--- src/rtl/robo_ctrl.sv ---
// Maze-robot controller: settles after every command, samples the wall/exit/rubble
// sensors, and issues one-cycle move/turn/clear pulses, with a forward-step budget.
module robo_ctrl #(
  parameter int SETTLE    = 2,    // must be >= 1
  parameter int MAX_STEPS = 1000
) (
  input  logic        clock,
  input  logic        reset,
  input  logic        start,
  input  logic        head_in,
  input  logic        left_in,
  input  logic        under_in,
  input  logic        barrier_in,
  output logic        avancar,
  output logic        girar,
  output logic        remover,
  output logic        busy,
  output logic        done,
  output logic        timeout,
  output logic [15:0] step_count
);

  typedef enum logic [2:0] {
    IDLE, WAIT, DECIDE, FWD, TURN_R, TURN_L, REMOVE, DONE
  } state_t;

  localparam int             CW        = (SETTLE > 2) ? $clog2(SETTLE) : 1;
  localparam logic [CW-1:0]  WAIT_LAST = CW'(SETTLE - 1);
  localparam logic [15:0]    STEP_MAX  = 16'(MAX_STEPS);

  state_t         state, state_n;
  logic           following, following_n;
  logic [1:0]     turn_cnt, turn_cnt_n;
  logic [CW-1:0]  wait_cnt, wait_cnt_n;
  logic [15:0]    step_n;
  logic           timeout_n;

  // NOTE: every variable gets a default before the case so no path can infer a latch.
  always_comb begin
    state_n     = state;
    following_n = following;
    turn_cnt_n  = turn_cnt;
    wait_cnt_n  = '0;
    step_n      = step_count;
    timeout_n   = timeout;

    case (state)
      IDLE, DONE: begin
        if (start) begin
          state_n     = WAIT;
          following_n = 1'b0;
          turn_cnt_n  = 2'd0;
          step_n      = '0;
          timeout_n   = 1'b0;
        end
      end
      WAIT: begin
        if (wait_cnt == WAIT_LAST) begin
          // A nonzero turn count means a left turn is in progress: no resampling.
          if (turn_cnt == 2'd0) begin
            state_n = DECIDE;
          end else if (turn_cnt != 2'd3) begin
            state_n = TURN_L;
          end else if (step_count == STEP_MAX) begin
            state_n   = DONE;
            timeout_n = 1'b1;
          end else begin
            state_n = FWD;
          end
        end else begin
          wait_cnt_n = wait_cnt + 1'b1;
        end
      end
      DECIDE: begin
        if (under_in) begin
          state_n = DONE;
        end else if (barrier_in) begin
          state_n = REMOVE;
        end else if (step_count == STEP_MAX) begin
          state_n   = DONE;
          timeout_n = 1'b1;
        end else if (!following) begin
          if (!head_in) begin
            state_n = FWD;
          end else begin
            state_n     = TURN_R;
            following_n = 1'b1;
          end
        end else if (!left_in) begin
          state_n = TURN_L;
        end else if (!head_in) begin
          state_n = FWD;
        end else begin
          state_n = TURN_R;
        end
      end
      FWD: begin
        state_n    = WAIT;
        turn_cnt_n = 2'd0;
      end
      TURN_L: begin
        state_n    = WAIT;
        turn_cnt_n = turn_cnt + 2'd1;
      end
      TURN_R, REMOVE: state_n = WAIT;
      default:        state_n = IDLE;
    endcase

    // FWD is only ever entered below the budget, so the count cannot overshoot.
    if (state_n == FWD) step_n = step_count + 16'd1;
  end

  // NOTE: sequential state uses non-blocking assignments only.
  always_ff @(posedge clock or negedge reset) begin
    if (!reset) begin
      state      <= IDLE;
      following  <= 1'b0;
      turn_cnt   <= 2'd0;
      wait_cnt   <= '0;
      step_count <= '0;
      timeout    <= 1'b0;
      avancar    <= 1'b0;
      girar      <= 1'b0;
      remover    <= 1'b0;
    end else begin
      state      <= state_n;
      following  <= following_n;
      turn_cnt   <= turn_cnt_n;
      wait_cnt   <= wait_cnt_n;
      step_count <= step_n;
      timeout    <= timeout_n;
      avancar    <= (state_n == FWD);
      girar      <= (state_n == TURN_R) || (state_n == TURN_L);
      remover    <= (state_n == REMOVE);
    end
  end

  assign busy = (state != IDLE) && (state != DONE);
  assign done = (state == DONE);

endmodule
--- config.mk ---
export PLATFORM = sky130hd
export DESIGN_NAME = robo_ctrl
export DESIGN_NICKNAME = d
export VERILOG_FILES = /design/src/rtl/robo_ctrl.sv
export SDC_FILE = /design/constraint.sdc
export NUM_CORES = 1
export LEC_CHECK = 0
export ABC_AREA = 1
export CORE_MARGIN = 3
export CORE_UTILIZATION = 49
export CTS_CLUSTER_DIAMETER = 60
export CTS_CLUSTER_SIZE = 40
export DETAILED_ROUTE_END_ITERATION = 7
export GPL_TIMING_DRIVEN = 0
export PLACE_DENSITY = 0.76
export SLEW_MARGIN = 5
export SYNTH_ARGS = -nofsm -noshare
export SYNTH_HDL_FRONTEND = slang
export SYNTH_SLANG_ARGS = --single-unit
--- constraint.sdc ---
create_clock -name clock -period 2 [get_ports clock]
set_clock_uncertainty 0.1 [all_clocks]
set_input_delay 0.4 -clock clock [delete_from_list [all_inputs] [get_ports clock]]
set_output_delay 0.4 -clock clock [all_outputs]
set_load 0.02 [all_outputs]
==> results.toml <==
[route]
drt_wl_total_um = 5103
route.detailed.drc = 0
drt_first_iter_violations = 145
drt-wirelength-per-cell_um = 14.75
num_vias = 1837
vias_per_cell = 5.309
ant_nets = 0
first_pass_iters = 5

[finish]
syn2layout_area_growth_pct = 40.71
diodes = 0
nets = 312
drive_gt1_frac = 0.3700
final_cells = 346

[synth]
synth_largest_area_cell = "dfrtp_1"
synthTopCellsByCount = "nand2_1, inv_1, nand3_1"
synthArstFlopShare = 1.000
synth_top_family_by_area = "simple AND/OR/NAND/NOR gates"
synthSimpleGateAreaFrac = 0.4104
synth_cell_type_count = 29
seq_area_frac_synth = 0.3569
yosys_warnings = 0
synth-edff-count = 0
ys.flop_type = "dfrtp_1"
synth.area.top_cells = "dfrtp_1, nand2_1, nand3_1, nand3_2, inv_1"
synth_xor_xnor_area_share = 0.06477
synth_seq_cells = 27
synth_most_common_cell = "nand2_1"
syn-cell-area_um2 = 1893
avgSynthCellArea_um2 = 7.855
synthAdderAreaFrac = 0.02644
synth_top_area_frac = 0.3569
syn_inst = 241
synth-compound-area-share = 0.04693
synthMuxAreaShare = 0
syn_nets = 252

[die]
die_x_um = 68.16
die_h_um = 68.16
start_util = 0.5377
io_pins = 29
num_rows = 21
coreArea_um2 = 3521
die_area_um2 = 4645

[clocking]
cts_tree = "yes"
htree_levels = 1
root_buffer = "clkbuf_8"
path_clk_slew_ns = 0.09
cts_buffers = 3
clock-sinks = 27
cts_buffer_depth = 2
clock_latency_ns = 0.28

[timing]
setup_ws_ns = -0.03560
clock.fmax_ghz = 0.4913
worst_pin_slew_ns = 0.6403
period_needed_ns = 2.036
rsz0062_at_grt = "true"
slew_viol_final = 0
finalHoldViolations = 0
min_period_over_period = 1.018
setup_viol = 10
slew_headroom = 0.5731

[setup_path]
ff2ff_path_depth = 16
end_kind = "register"
cp_data_arrival_time_ns = 2.11
r2r_setup_slack_ns = -0.04
crit_fanout = 5
crit_end = "step_count[5]$_DFFE_PN0P_"
required_ns = 2.08
crit_type = "register to register"
rr_startpoint = "step_count[1]$_DFFE_PN0P_"
crit_start = "step_count[1]$_DFFE_PN0P_"
reg2reg_to = "step_count[5]$_DFFE_PN0P_"
start_kind = "register"

[outcome]
status = "finished, violations left"
violations = "negative setup slack"

[pwr]
cellLeakagePower_nw = 1.240
p_per_area_nw_per_um2 = 1338
p_seq_frac = 0.213
p_sw_frac = 0.4643
p_int_mw = 1.909
p_sw_mw = 1.655
peakVddDrop_v = 0.0009639
finalPower_mw = 3.564
p_clk_frac = 0.091
combPwrFrac = 0.696

[grt]
overflow = 0
grt_usage = 0.2192
grt_pass1_wl_um = 7548
grt_pass1_vias = 1590
grt_max_degree = 28
grt_antenna_before_repair = 0

[placed_design]
dp_hpwl_um = 3005
place_inst = 315
gp_congestion = 0.8623
io_buffers = 28

[flow_run]
max_cap_violations = 0

[worst_hold_path]
hp-class = "input port to asynchronous set/reset pin"
## layer usage
| layer | part of all wire | track usage |
|---|---|---|
| met5 | 0 | 0 |
| met4 | 0.017 | 0.07196 |
| met3 | 0.068 | 0.03777 |
| met2 | 0.48 | 0.3321 |
| met1 | 0.44 | 0.3149 |
## cell type report
cell class	instances	area, um2
buffer	4	50.05
clock buffer	3	41.29
clock inverter	1	5.005
fill	251	857.1
inverter	34	132.6
multi-input combinational	175	1157
sequential	27	690.7
tap	46	57.56
timing repair buffer	56	529.3
## worst min path at each step
stage,to,slack (ns),depth (start not counted)
2_1_floorplan,avancar$_DFF_PN0_,0.004,0
3_5_place_dp,wait_cnt$_DFF_PN0_,0.43,1
4_1_cts,wait_cnt$_DFF_PN0_,0.46,1
5_1_grt,step_count[7]$_DFFE_PN0P_,0.06,1
6_report,step_count[7]$_DFFE_PN0P_,0.03,1
3_3_place_gp,turn_cnt[0]$_DFFE_PN0P_,0.43,1
## cell usage in the layout (no fill, tap or decap), drive strengths merged, types with 2 or more instances in the layout
cell,n
nand2,58
nand3,43
buf,34
inv,34
nor2,28
dfrtp,27
clkdlybuf4s50,23
xor2,11
o21ai,7
nor3,7
nand3b,5
a21oi,5
ha,4
xnor2,3
clkbuf,3
nand4,2
dlymetal6s2s,2
## worst max-delay path, stage by stage, from the launching register on
cell and delay (ns):
dfrtp_1 0.38, inv_2 0.06, ha_4 0.16, nand2_2 0.06, inv_2 0.03, nand2_2 0.07, nor2_4 0.05, nand2_1 0.07
nand2_1 0.08, nand2_2 0.12, nand3_4 0.10, nor2_8 0.13, nand3_4 0.12, buf_12 0.15, buf_12 0.12, nand3_2 0.05
nand2_1 0.05
## power groups by stage
stage | clock (mW) | sequential, mW | combinational [mW]
after detailed placement | 0 | 0.761 | 1.69
after floorplan | 0 | 0.804 | 1.22
after global placement | 0 | 0.757 | 1.67
final | 0.323 | 0.759 | 2.48
after global routing | 0.350 | 0.777 | 2.65
after CTS | 0.334 | 0.751 | 2.16
## registers in the layout (all words and copies together) (netlist names)
register and flops:
following 1, avancar 1, girar 1, step_count 16, turn_cnt 2, state 3, remover 1, timeout 1
wait_cnt 1
## metrics by stage
stage               utilization  setup TNS, ns  hold WS, ns  area, um2  setup WS (ns)
floorplan                     -              0     0.004409       1893      0.0001308
global placement         0.6336         -5.148       0.4270       2231        -0.3511
detailed placement       0.6336         -6.112       0.4342       2231        -0.3947
CTS                      0.7011       -0.09115       0.4568       2469       -0.09115
global route             0.7566         -1.658      0.05720       2664        -0.1484
finish                   0.7566        -0.2601      0.02878       2664       -0.03560
## cells by family (layout without fill, tap and decap cells)
group                      after synthesis  count (layout)
DFF                                     27              27
xor gates and xnor gates                14              14
AOI/OAI and AO/OA                       14              14
and+or+nand+nor                        143             143
adders and majority gates                4               4
buffers and inverters                   39              98
## repair_timing
| item | in CTS | in global routing |
|---|---|---|
| buffers inserted | 14 | 13 |
| endpoints found under the setup margin | 20 | 19 |
| pin swaps | 9 | 14 |
| hold buffers | 0 | 0 |
| gates resized for setup | 18 | 41 |
| gates cloned | 1 | 0 |
(Power assumes the default switching activity.)
